### config.mk
export PLATFORM = sky130hd
export DESIGN_NAME = rmii_rx
export DESIGN_NICKNAME = d
export VERILOG_FILES = /design/src/rtl/rmii_rx.sv
export SDC_FILE = /design/constraint.sdc
export NUM_CORES = 1
export LEC_CHECK = 0
export ABC_AREA = 1
export CELL_PAD_IN_SITES_DETAIL_PLACEMENT = 1
export CELL_PAD_IN_SITES_GLOBAL_PLACEMENT = 1
export CORE_ASPECT_RATIO = 0.7
export CORE_MARGIN = 4
export CORE_UTILIZATION = 42
export DETAILED_ROUTE_END_ITERATION = 7
export HOLD_SLACK_MARGIN = 0.08
export MAX_ROUTING_LAYER = met4
export PLACE_DENSITY = 0.87
export SLEW_MARGIN = 20
export SYNTH_ARGS = -nofsm -noshare
export SYNTH_HDL_FRONTEND = slang
export SYNTH_SLANG_ARGS = --single-unit
### constraint.sdc
create_clock -name clk -period 1.69 [get_ports clk]
set_clock_uncertainty 0.05 [all_clocks]
set_input_delay 0.338 -clock clk [delete_from_list [all_inputs] [get_ports clk]]
set_output_delay 0.338 -clock clk [all_outputs]
set_load 0.01 [all_outputs]
### src/rtl/rmii_rx.sv
// rmii_rx: RMII receive path; hunts preamble/SFD and assembles LSB-first dibits into bytes.
// Define RMII_RX_PREAMBLE_EMIT_EN to also emit each full 0x55 preamble byte.
module rmii_rx (
  input  logic       clk,
  input  logic       resetn,
  input  logic       crs_dv,
  input  logic [1:0] rxd,
  output logic [7:0] received_byte,
  output logic       byte_valid,
  output logic       data_valid,
  output logic       frame_error
);

  typedef enum logic [1:0] {
    IDLE,
    HUNT,
    RECEIVE
  } state_t;

  state_t     r_state, w_state;
  logic       r_crs0, r_crs1, r_armed;
  logic [1:0] r_rxd0, r_rxd1;
  logic [2:0] r_pre, w_pre;
  logic [1:0] r_ph, w_ph;
  logic [5:0] r_sh, w_sh;
  logic       r_pend, w_pend;
  logic [7:0] r_byte, w_byte;
  logic       r_bv, w_bv;
  logic       r_dv, w_dv;
  logic       r_fe, w_fe;
  logic       w_end;
  logic [7:0] w_asm;

  // Dibit in r_rxd1 is live if crs_dv was high when it or its successor was sampled.
  assign w_end = ~(r_crs1 | r_crs0);
  assign w_asm = {r_rxd1, r_sh};

  always_ff @(posedge clk or negedge resetn) begin
    if (!resetn) begin
      r_crs0  <= 1'b0;
      r_crs1  <= 1'b0;
      r_rxd0  <= 2'd0;
      r_rxd1  <= 2'd0;
      r_armed <= 1'b0;
      r_state <= IDLE;
      r_pre   <= 3'd0;
      r_ph    <= 2'd0;
      r_sh    <= 6'd0;
      r_pend  <= 1'b0;
      r_byte  <= 8'h00;
      r_bv    <= 1'b0;
      r_dv    <= 1'b0;
      r_fe    <= 1'b0;
    end else begin
      r_crs0  <= crs_dv;
      r_crs1  <= r_crs0;
      r_rxd0  <= rxd;
      r_rxd1  <= r_rxd0;
      r_armed <= r_armed | ~crs_dv;
      r_state <= w_state;
      r_pre   <= w_pre;
      r_ph    <= w_ph;
      r_sh    <= w_sh;
      r_pend  <= w_pend;
      r_byte  <= w_byte;
      r_bv    <= w_bv;
      r_dv    <= w_dv;
      r_fe    <= w_fe;
    end
  end

  always_comb begin
    w_state = r_state;
    w_pre   = r_pre;
    w_ph    = r_ph;
    w_sh    = r_sh;
    w_pend  = r_pend;
    w_byte  = r_byte;
    w_bv    = 1'b0;
    w_dv    = r_dv;
    w_fe    = 1'b0;
    unique case (r_state)
      IDLE: begin
        w_pre  = 3'd0;
        w_ph   = 2'd0;
        w_pend = 1'b0;
        if (r_armed && r_crs0)
          w_state = HUNT;
      end
      HUNT: begin
        if (w_end) begin
          w_state = IDLE;
          w_fe    = r_dv;
          w_dv    = 1'b0;
        end else begin
          unique case (r_rxd1)
            2'b01: begin
              w_pre = (r_pre == 3'd7) ? 3'd4 : r_pre + 3'd1;
`ifdef RMII_RX_PREAMBLE_EMIT_EN
              if (r_pre[1:0] == 2'd3) begin
                w_byte = 8'h55;
                w_bv   = 1'b1;
                w_dv   = 1'b1;
              end
`endif
            end
            2'b11: begin
              if (r_pre != 3'd0) begin
                w_state = RECEIVE;
                w_ph    = 2'd0;
                w_dv    = 1'b1;
                // A preamble byte just went out: push 0xD5 one cycle later.
                if (r_bv) begin
                  w_pend = 1'b1;
                end else begin
                  w_byte = 8'hD5;
                  w_bv   = 1'b1;
                end
              end else begin
                w_pre = 3'd0;
              end
            end
            default: w_pre = 3'd0;
          endcase
        end
      end
      RECEIVE: begin
        if (w_end) begin
          w_state = IDLE;
          w_dv    = 1'b0;
          w_fe    = (r_ph != 2'd0);
          w_pend  = 1'b0;
        end else begin
          w_sh = w_asm[7:2];
          w_ph = r_ph + 2'd1;
          if (r_pend) begin
            w_byte = 8'hD5;
            w_bv   = 1'b1;
            w_pend = 1'b0;
          end
          if (r_ph == 2'd3) begin
            w_byte = w_asm;
            w_bv   = 1'b1;
          end
        end
      end
      default: w_state = IDLE;
    endcase
  end

  assign received_byte = r_byte;
  assign byte_valid    = r_bv;
  assign data_valid    = r_dv;
  assign frame_error   = r_fe;

endmodule

==> results of run 1 <==
[stage by stage]
| stage | setup slack (ns) | total power [W] | std cells | hold WS, ns | TNS (ns) |
|---|---|---|---|---|---|
| floorplan | 0.2769 | 0.002141 | 191 | -0.007591 | 0 |
| global placement | 0.04240 | 0.002558 | 257 | 0.2836 | 0 |
| detailed placement | -0.004149 | 0.002644 | 257 | 0.2863 | -0.004149 |
| CTS | 0.03917 | 0.003220 | 264 | 0.2980 | 0 |
| global route | 0.02395 | 0.003535 | 266 | 0.3065 | 0 |
| finish | 0.08364 | 0.003259 | 266 | 0.2976 | 0 |
[how the worst min path moves through the flow]
stage	start	endpoint	slack (ns)	cells after the start
final	r_rxd0[0]	r_rxd1[0]	0.30	0
after detailed placement	r_rxd0[0]	r_rxd1[0]	0.29	0
after global placement	r_rxd0[0]	r_rxd1[0]	0.28	0
after floorplan	resetn	byte_valid	-0.008	0
after global routing	r_rxd0[0]	r_rxd1[0]	0.31	0
after CTS	r_rxd0[0]	r_rxd1[0]	0.30	0
[power by group through the flow]
stage               clock network, W  registers, W  logic, W
floorplan                          0       0.00112   0.00103
global placement                   0       0.00110   0.00146
detailed placement                 0       0.00111   0.00153
CTS                         0.000573       0.00110   0.00154
global route                0.000615       0.00112   0.00180
finish                      0.000549       0.00110   0.00161
[per-layer routing]
metal  share of wire, %  track usage [%]  up-vias
met3                3.4            5.471        8
met5                  0                -        -
met1                 49            24.81      619
met2                 46            27.38       21
li1                   -                -      642
met4                1.5            7.229        0
[placed cells by master, fill, tap and decap left out]
master            n
nand2_2           4
clkbuf_1          1
nor2_8            1
nand4_1           1
ha_2              1
inv_1            21
nor2_4            1
nor2_2            1
o21ai_0           4
o21ai_2           1
buf_4             5
inv_6             1
ha_4              1
inv_2             2
nand3_1          17
nor3_1            2
clkdlybuf4s50_1  15
o21ai_4           1
or2_2             1
a21oi_1           2
dfrtp_1          32
nand3b_1          1
clkinv_2          1
ha_1              5
clkbuf_8          5
nand2_1          65
inv_4             1
nor2_1           13
nand2_4           2
o21ai_1           8
[kinds of logic (layout without fill, tap and decap cells)]
group                      after synthesis  after routing  synth area share (%)
adders and majority gates                7              7                 5.516
and+or+nand+nor                        108            109                 30.18
DFF                                     32             32                 50.43
buffers and inverters                   28             52                 7.881
AOI/OAI and AO/OA                       16             16                 5.990
[layout make-up]
cell class,count,area (sq um)
Timing Repair Buffer,20,187.7
Multi-Input combinational cell,132,690.7
Clock inverter,1,5.005
Sequential cell,32,800.8
Clock buffer,6,72.57
Tap cell,50,62.56
Fill cell,438,1660
Inverter,25,101.3
[sequential cells by signal, indices dropped and copies added (netlist names), 2 cells and up]
signal,count
r_state,2
r_sh,6
r_ph,2
r_rxd1,2
r_rxd0,2
received_byte,8
r_pre,3
[timing repair]
item	4_1_cts	5_1_grt
cloned	0	1
resized for setup	1	3
pin swaps	0	1
endpoints found under the hold margin	0	0
setup buffers	0	1
setup endpoints to repair	3	13
==> key figures, run 1 <==
Layout
  – Share of layout cells above drive strength 1: a little over an eighth
  – # diodes: 0
  – Final core occ: a little over half
  – Final instance area: 1921 sq um
  – Nets: around 230
  – Synth-to-Final Area Change: 20.96%

Synthesis
  – Sequential share of the synthesized area: 50.43%
  – Syn Std Cell Area: approximately 1600 sq um
  – Cell variety after synth: 25
  – Most frequent cells after synthesis: 66 x nand2_1, 32 x dfrtp_1, 21 x inv_1, 17 x nand3_1, 13 x nor2_1
  – Dominant synthesized flop cell: dfrtp_1
  – Most common cell in the netlist: nand2_1
  – Syn Nets: 203
  – Post-synth top area share: between 50% and 60%
  – Cells after Synth: approximately 190
  – EDFF count, synth: 0
  – Seq cells post-synth: 32
  – Top cells by area, synth: dfrtp_1 50%, nand2_1 16%, ha_1 5.5%
  – Yosys top cell by area: dfrtp_1
  – Yosys warnings: 0
  – Avg Synthesized Cell Area: between 8 and 9 sq um
  – Fraction of registers with async set/reset: 100.0%

Global route
  – GRT overflow: 0
  – Vias in the first global route: between 1000 and 1500
  – GR Util All Layers: roughly a fifth
  – Largest net degree at the start of global routing: 33
  – First-pass GRT wire length: 6210 microns
  – Initial antenna violation count: 0

Clock network
  – # H-tree levels: 2
  – CTS tree: yes
  – Total CTS buffers: 5
  – Cts hold-fix bufs: 0
  – CTS clock-pin slew for the worst setup and hold paths: about 0.06 ns
  – Worst-Skew Late Latency: approximately 0.28 ns
  – CTS root buffer: clkbuf_8
  – Number of clock sinks: 32
  – Clock Path Buffers: 2

Timing
  – Minimum clock period: 1.606 ns
  – Final Max Tran Viols: 0
  – Fmax: roughly 620 MHz
  – Hold Fails Final Rpt: 0
  – Final setup fails: 0
  – Slew HR: between 70 and 80%
  – RSZ-0062 raised after global routing: false
  – Crit share post-route: a little over nine tenths
  – Slew @ Worst Pin: 0.4061 ns

Pwr
  – Leak Pwr: just under 1 nW
  – Flop pwr share: roughly 34%
  – Maximum vdd drop: around 1000 uV
  – Clock power frac: between 15 and 20%
  – Power Density: 1697 nW/um^2
  – P_int: roughly 0.0019 W
  – Gate power share: 49.4%
  – Net Sw Frac: a little over two fifths
  – Switch Pwr: between 0.001 and 0.0015 W

Floorplanning
  – Row cnt: 18
  – Initial Util: around 44%
  – Number of top-level pins: 16
  – Die Width: 81.49 microns
  – Core ar.: ~3600 sq um
  – Die area: about 4800 sq um
  – Die height: approximately 59 microns

Flow run
  – Max-cap violations: 0

Drt
  – Drt initial violations: 57
  – Routed len/inst: around 14 microns
  – DRT Pass-1 Iters: 4
  – Vias post-DR: about 1300
  – DR DRC count: 0
  – Routed Antenna Nets: 0
  – Vias per cell: 4.850
  – WL final: 3791 microns

Worst setup path
  – Crit Path Class: flip-flop to primary output
  – Total buffers and inverters traversed by the critical path: 1
  – CP Depth: 1
  – Crit. Startpoint: data_valid
  – Critical path, cell by cell: clkdlybuf4s50_1
  – Required time at the worst-slack endpoint: between 1 and 1.5 ns
  – RR Startpoint: r_state[1]
  – R2R depth: 9
  – CP top delay family: buffers and inverters
  – Arr. time, crit path: approximately 1.2 ns
  – Largest stage delay, worst path: 0.55 ns
  – Reg-to-reg slack, setup: 0.12 ns
  – Worst R2R End: received_byte[3]
  – End of the critical path: data_valid
  – Crit path max fanout: 3
  – Startpoint Class: flip-flop
  – Slowest-stage cell, CP: clkdlybuf4s50_1
  – CP Capture Type: primary output

Place
  – GPL Wtd Cong: 0.8192
  – PortBufs: 15
  – Post-DP HPWL: roughly 2900 microns
  – Placed cell areas: between 1500 and 2000 sq um

Outcome
  – Status: complete, no violations

Hold path
  – Hold crit path type: flip-flop to flip-flop
Power figures use the tool's default switching activity.
==> run 2, diff against run 1 <==
--- a/config.mk
+++ b/config.mk
@@ -6,6 +6,7 @@
 export NUM_CORES = 1
 export LEC_CHECK = 0
 export ABC_AREA = 1
+export CAP_MARGIN = 20
 export CELL_PAD_IN_SITES_DETAIL_PLACEMENT = 1
 export CELL_PAD_IN_SITES_GLOBAL_PLACEMENT = 1
 export CORE_ASPECT_RATIO = 0.7
@@ -15,6 +16,7 @@
 export HOLD_SLACK_MARGIN = 0.08
 export MAX_ROUTING_LAYER = met4
 export PLACE_DENSITY = 0.87
+export REMOVE_ABC_BUFFERS = 1
 export SLEW_MARGIN = 20
 export SYNTH_ARGS = -nofsm -noshare
 export SYNTH_HDL_FRONTEND = slang
==> key figures, run 2 (synthesis gave the netlist of run 1 again) <==
Outcome
  – Status: complete, no violations

Clock network
  – # H-tree levels: 2 (unchanged)
  – CTS root buffer: clkbuf_8
  – Worst-Skew Late Latency: 0.29 ns (about the same)
  – CTS clock-pin slew for the worst setup and hold paths: 0.07 ns (about the same)
  – Clock Path Buffers: 2 (unchanged)
  – Cts hold-fix bufs: 0 (unchanged)
  – CTS tree: yes
  – Number of clock sinks: 32 (unchanged)
  – Total CTS buffers: 5 (unchanged)

Drt
  – Drt initial violations: 43 (-25%)
  – Vias post-DR: 1311 (+1.6%)
  – Routed len/inst: 14.37 microns (+0.85%)
  – DRT Pass-1 Iters: 4 (unchanged)
  – Vias per cell: 4.892 (+0.87%)
  – Routed Antenna Nets: 0 (unchanged)
  – Uppermost layer routed: met4
  – Routed met3 length: 158 microns (+22%)
  – DR WL met2: 1763 microns (+1.1%)
  – WL final: 3852 microns (+1.6%)
  – DR DRC count: 0 (unchanged)
  – Met1 wire length: 1860 microns (+0.11%)

Floorplanning
  – Die height: 59.44 microns (unchanged)
  – Number of top-level pins: 16 (unchanged)
  – Die area: 4844 sq um (unchanged)
  – Row cnt: 18 (unchanged)
  – Initial Util: 44.34% (unchanged)
  – Core ar.: 3581 sq um (unchanged)
  – Die Width: 81.49 microns (unchanged)

Timing
  – Worst hold margin: 0.3069 ns (+0.009274 ns)
  – Final Max Tran Viols: 0 (unchanged)
  – Hold Fails Final Rpt: 0 (unchanged)
  – Slew HR: 73.13% (+0.20 points)
  – Slew @ Worst Pin: 0.4031 ns (-0.003021 ns)
  – Crit share post-route: 94.82% (-0.23 points)
  – Final setup fails: 0 (unchanged)
  – TNS Setup: 0 ns (unchanged)
  – Fmax: 624.1 MHz (+0.25%)
  – Minimum clock period: 1.602 ns (-0.003961 ns)

Global route
  – GRT overflow: 0 (unchanged)
  – Initial antenna violation count: 0 (unchanged)
  – GR Util All Layers: 18.47% (-0.36 points)
  – Vias in the first global route: 1312 (+3.3%)
  – Largest net degree at the start of global routing: 33 (unchanged)
  – First-pass GRT wire length: 6279 microns (+1.1%)

Worst setup path
  – Critical path, cell by cell: clkdlybuf4s50_1
  – Arr. time, crit path: 1.21 ns (about the same)
  – Slowest-stage cell, CP: clkdlybuf4s50_1
  – Startpoint Class: flip-flop
  – Largest stage delay, worst path: 0.55 ns (about the same)
  – Crit Path Class: flip-flop to primary output
  – CP Capture Type: primary output
  – Crit path max fanout: 3 (unchanged)
  – CP top delay family: buffers and inverters
  – Required time at the worst-slack endpoint: 1.30 ns (about the same)
  – Total buffers and inverters traversed by the critical path: 1 (unchanged)

Layout
  – Fillcell total: 424 (-3.2%)
  – Fin cells: 268 (+0.75%)
  – Reg area: 800.8 sq um (unchanged)
  – Nets: 229 (+0.44%)
  – Footprint of the multi-input gates: 691.9 sq um (+0.18%)
  – Number of flip-flops in the largest register: 8 (unchanged)
  – Most common cell after layout, fill and taps aside: nand2_1
  – Synth-to-Final Area Change: 25.06%
  – # diodes: 0 (unchanged)
  – Commonest non-fill, non-tap cells in the layout: 66 x nand2_1, 32 x dfrtp_1, 20 x inv_1
  – Share of layout cells above drive strength 1: 15.14% (+1.7 points)

Place
  – PortBufs: 15 (unchanged)
  – DP Cell Count: 257 (unchanged)
  – GPL Wtd Cong: 0.8645 (+5.5%)
  – Post-DP HPWL: 2764 microns (-4.7%)

Pwr
  – Maximum vdd drop: 958.4 uV (-4.7%)
  – Clock power frac: 22.7% (+5.9 points)
  – Gate power share: 46.1% (-3.3 points)
  – Net Sw Frac: 40.08% (-3.0 points)
  – P_int: 0.002119 W (+14%)
  – Flop pwr share: 31.2% (-2.6 points)
  – Power Density: 1781 nW/um^2 (+4.9%)
  – Leak Pwr: 0.9987 nW (+3.5%)
  – Switch Pwr: 0.001417 W (+0.99%)

Flow run
  – Max-cap violations: 0 (unchanged)

Hold path
  – Hold crit path type: flip-flop to flip-flop
[run 2: layer usage]
metal	track usage, %	vias to the layer above
met3	5.015	6
met2	26.33	26
li1	-	649
met4	8.434	0
met5	-	-
met1	24.45	630
[run 2: cell type report]
class | instances | area share, %
clock buffer | 7 | 4.852
tap | 50 | 3.151
clock inverter | 1 | 1.512
inverter | 25 | 5.104
timing repair buffer | 22 | 10.21
sequential | 32 | 40.33
multi-input combinational | 131 | 34.85
[run 2: power groups by stage]
stage | registers (W) | logic, W | clock network [W]
floorplan | 0.00112 | 0.000988 | 0
global placement | 0.00110 | 0.00144 | 0
detailed placement | 0.00110 | 0.00150 | 0
CTS | 0.00109 | 0.00153 | 0.000835
global route | 0.00113 | 0.00181 | 0.000862
finish | 0.00110 | 0.00163 | 0.000803
[run 2: timing repair]
item | in CTS | in global routing
buffers inserted | 0 | 3
gates resized for setup | 2 | 4
cloned | 0 | 0
endpoints found under the setup margin | 8 | 10
[run 2: worst paths after layout]
kind,slack (ns),cells past startpoint,end,startpoint
setup / recovery,0.09,1,data_valid,data_valid
min in group asynchronous,0.40,2,received_byte[3],resetn
setup reg to reg,0.11,9,received_byte[1],r_state[1]
max in group asynchronous,0.89,2,frame_error,resetn
hold reg to reg,0.31,0,r_rxd1[0],r_rxd0[0]
hold / removal,0.31,0,r_rxd1[0],r_rxd0[0]
[run 2: stage by stage]
stage	instance area [sq um]	setup slack, ns	power (W)	utilization, %
final	1986	0.08760	0.003536	55.45
after global routing	1986	-0.006382	0.003802	55.45
after CTS	1938	0.05921	0.003451	54.12
after global placement	1807	0.05811	0.002536	50.45
after floorplan	1564	0.1594	0.002103	-
after detailed placement	1807	-0.04234	0.002605	50.45
==> run 3, diff against run 2 <==
--- a/config.mk
+++ b/config.mk
@@ -11,11 +11,11 @@
 export CELL_PAD_IN_SITES_GLOBAL_PLACEMENT = 1
 export CORE_ASPECT_RATIO = 0.7
 export CORE_MARGIN = 4
-export CORE_UTILIZATION = 42
+export CORE_UTILIZATION = 45
 export DETAILED_ROUTE_END_ITERATION = 7
-export HOLD_SLACK_MARGIN = 0.08
+export DONT_BUFFER_PORTS = 1
 export MAX_ROUTING_LAYER = met4
-export PLACE_DENSITY = 0.87
+export PLACE_DENSITY = 0.84
 export REMOVE_ABC_BUFFERS = 1
 export SLEW_MARGIN = 20
 export SYNTH_ARGS = -nofsm -noshare
==> key figures, run 3 (synthesis gave the netlist of run 1 again) <==
Worst setup path
  – Slowest-stage cell, CP: dfrtp_1
  – End of the critical path: received_byte[5]
  – Critical path, cell by cell: inv_1 > ha_4 > inv_2 > nand2_4 > o21ai_4 > nor2_8 > nand2_4 > nand2_1 > nand2_1
  – Reg-to-reg slack, setup: 0.13 ns (+0.02 ns)
  – R2R depth: 9 (unchanged)
  – Largest stage delay, worst path: 0.43 ns (-0.12 ns)
  – Crit Path Class: flip-flop to flip-flop
  – Arr. time, crit path: 1.68 ns (+0.47 ns)
  – Crit path max fanout: 9 (+6)
  – Worst R2R End: received_byte[5]
  – Required time at the worst-slack endpoint: 1.82 ns (+0.52 ns)
  – Total buffers and inverters traversed by the critical path: 2 (+1)
  – CP top delay family: simple AND/OR/NAND/NOR gates
  – CP Depth: 9 (+8)
  – Startpoint Class: flip-flop
  – Crit. Startpoint: r_state[0]
  – RR Startpoint: r_state[0]
  – CP Capture Type: flip-flop

Drt
  – DR WL met2: 1546 microns (-12%)
  – Drt initial violations: 49 (+14%)
  – Vias post-DR: 1215 (-7.3%)
  – Met1 wire length: 1825 microns (-1.9%)
  – Routed met3 length: 168 microns (+6.3%)
  – DR DRC count: 0 (unchanged)
  – DRT Pass-1 Iters: 4 (unchanged)
  – Uppermost layer routed: met4
  – Routed Antenna Nets: 0 (unchanged)
  – Vias per cell: 4.899 (+0.15%)
  – Routed len/inst: 14.39 microns (about the same)
  – WL final: 3568 microns (-7.4%)

Global route
  – Largest net degree at the start of global routing: 33 (unchanged)
  – GRT overflow: 0 (unchanged)
  – First-pass GRT wire length: 6134 microns (-2.3%)
  – Initial antenna violation count: 0 (unchanged)
  – GR Util All Layers: 18.25% (-0.22 points)
  – Vias in the first global route: 1253 (-4.5%)

Layout
  – Fin cells: 248 (-7.5%)
  – Number of flip-flops in the largest register: 8 (unchanged)
  – Nets: 212 (-7.4%)
  – Final core occ: 55.31% (-0.14 points)
  – Synth-to-Final Area Change: 14.11%
  – # diodes: 0 (unchanged)
  – Most common cell after layout, fill and taps aside: nand2_1
  – Share of layout cells above drive strength 1: 13.93% (-1.2 points)
  – Commonest non-fill, non-tap cells in the layout: 66 x nand2_1, 32 x dfrtp_1, 21 x inv_1

Place
  – Post-DP HPWL: 2652 microns (-4.0%)
  – DP Cell Count: 238 (-7.4%)
  – GPL Wtd Cong: 0.8866 (+2.6%)
  – Pre-CTS setup slack: 0.01808 ns (+0.06042 ns)
  – PortBufs: 0 (-15)

Floorplanning
  – Row cnt: 17 (-1)
  – Die Width: 79.00 microns (-3.1%)
  – Initial Util: 48.47% (+4.1 points)
  – Core ar.: 3276 sq um (-8.5%)
  – Die height: 57.70 microns (-2.9%)
  – Die area: 4558 sq um (-5.9%)
  – Number of top-level pins: 16 (unchanged)

Timing
  – Slew @ Worst Pin: 0.3159 ns (-0.08718 ns)
  – TNS Setup: 0 ns (unchanged)
  – Slew HR: 78.92% (+5.8 points)
  – Crit share post-route: 92.10% (-2.7 points)
  – Minimum clock period: 1.556 ns (-0.04595 ns)
  – Worst Setup Slack, final: 0.1336 ns (+0.04595 ns)
  – Hold Fails Final Rpt: 0 (unchanged)
  – Final Max Tran Viols: 0 (unchanged)
  – Fmax: 642.5 MHz (+3.0%)
  – RSZ-0062 raised after global routing: false
  – Final setup fails: 0 (unchanged)

Flow run
  – Max-cap violations: 0 (unchanged)

Clock network
  – Clock Path Buffers: 2 (unchanged)
  – Number of clock sinks: 32 (unchanged)
  – Worst-Skew Late Latency: 0.28 ns (about the same)
  – CTS clock-pin slew for the worst setup and hold paths: 0.07 ns (about the same)
  – # H-tree levels: 2 (unchanged)
  – CTS root buffer: clkbuf_8
  – CTS tree: yes
  – Total CTS buffers: 5 (unchanged)

Pwr
  – Maximum vdd drop: 856.8 uV (-11%)
  – Power Density: 1781 nW/um^2 (about the same)
  – Leak Pwr: 0.9242 nW (-7.5%)

Hold path
  – Hold crit path type: input pin to flip-flop
  – Min-Delay Startpoint: rxd[0]
  – Hold depth: 0 (unchanged)

Outcome
  – Status: complete, no violations
run 3: cell count changes in the layout (fill, tap and decap cells not counted):
cell | before | now
nand3_2 | 1 | 0
clkinvlp_4 | 0 | 1
inv_2 | 3 | 2
clkbuf_8 | 7 | 5
clkinv_2 | 0 | 1
buf_4 | 7 | 3
inv_1 | 20 | 21
buf_12 | 0 | 1
dlygate4sd3_1 | 0 | 1
nand3_1 | 16 | 17
clkdlybuf4s50_1 | 15 | 0
run 3: worst min path at each step:
stage	to	slack, ns
after floorplan	byte_valid	-0.008
after global placement	data_valid	-0.007
after detailed placement	data_valid	-0.007
after CTS	r_rxd0[0]	0.02
after global routing	r_rxd0[0]	0.007
final	r_rxd0[0]	0.03
run 3: where the power goes:
part	total, W	switching [W]	internal (W)
clock network	0.000726	0.000291	0.000436
logic	0.00135	0.000890	0.000460
registers	0.00115	0.000181	0.000969
total	0.00323	0.00136	0.00187
run 3: worst reg2reg max path: stages, from the launching register on:
cell     delay (ns)
dfrtp_1        0.43
inv_1          0.14
ha_4           0.19
inv_2          0.07
nand2_4        0.09
o21ai_4        0.08
nor2_8         0.18
nand2_4        0.10
nand2_1        0.07
nand2_1        0.05
run 3: through the flow:
| step | total power (W) | hold WS, ns | instance area [sq um] |
|---|---|---|---|
| after detailed placement | 0.002428 | -0.006830 | 1645 |
| after global placement | 0.002342 | -0.006757 | 1645 |
| after CTS | 0.003197 | 0.02006 | 1787 |
| after floorplan | 0.002103 | -0.007591 | 1564 |
| final | 0.003227 | 0.03015 | 1812 |
| after global routing | 0.003494 | 0.006932 | 1812 |
run 3: layer usage:
layer  vias to the layer above  track usage (%)
li1                        608                -
met1                       577            24.33
met2                        26            26.98
met3                         4            5.745
met4                         0            5.147
met5                         -                -
run 3: area by class of cell:
type | count | area (sq um)
Clock buffer | 5 | 68.82
Multi-Input combinational cell | 131 | 686.9
Timing Repair Buffer | 5 | 52.55
Fill cell | 415 | 1464
Clock inverter | 3 | 42.54
Sequential cell | 32 | 800.8
Tap cell | 47 | 58.81
Inverter | 25 | 101.3
run 3: what timing repair did:
action	CTS	global route
hold buffers	2	0
gates resized for setup	0	4
setup buffers	0	0
hold endpoints to repair	32	0
setup endpoints to repair	0	16
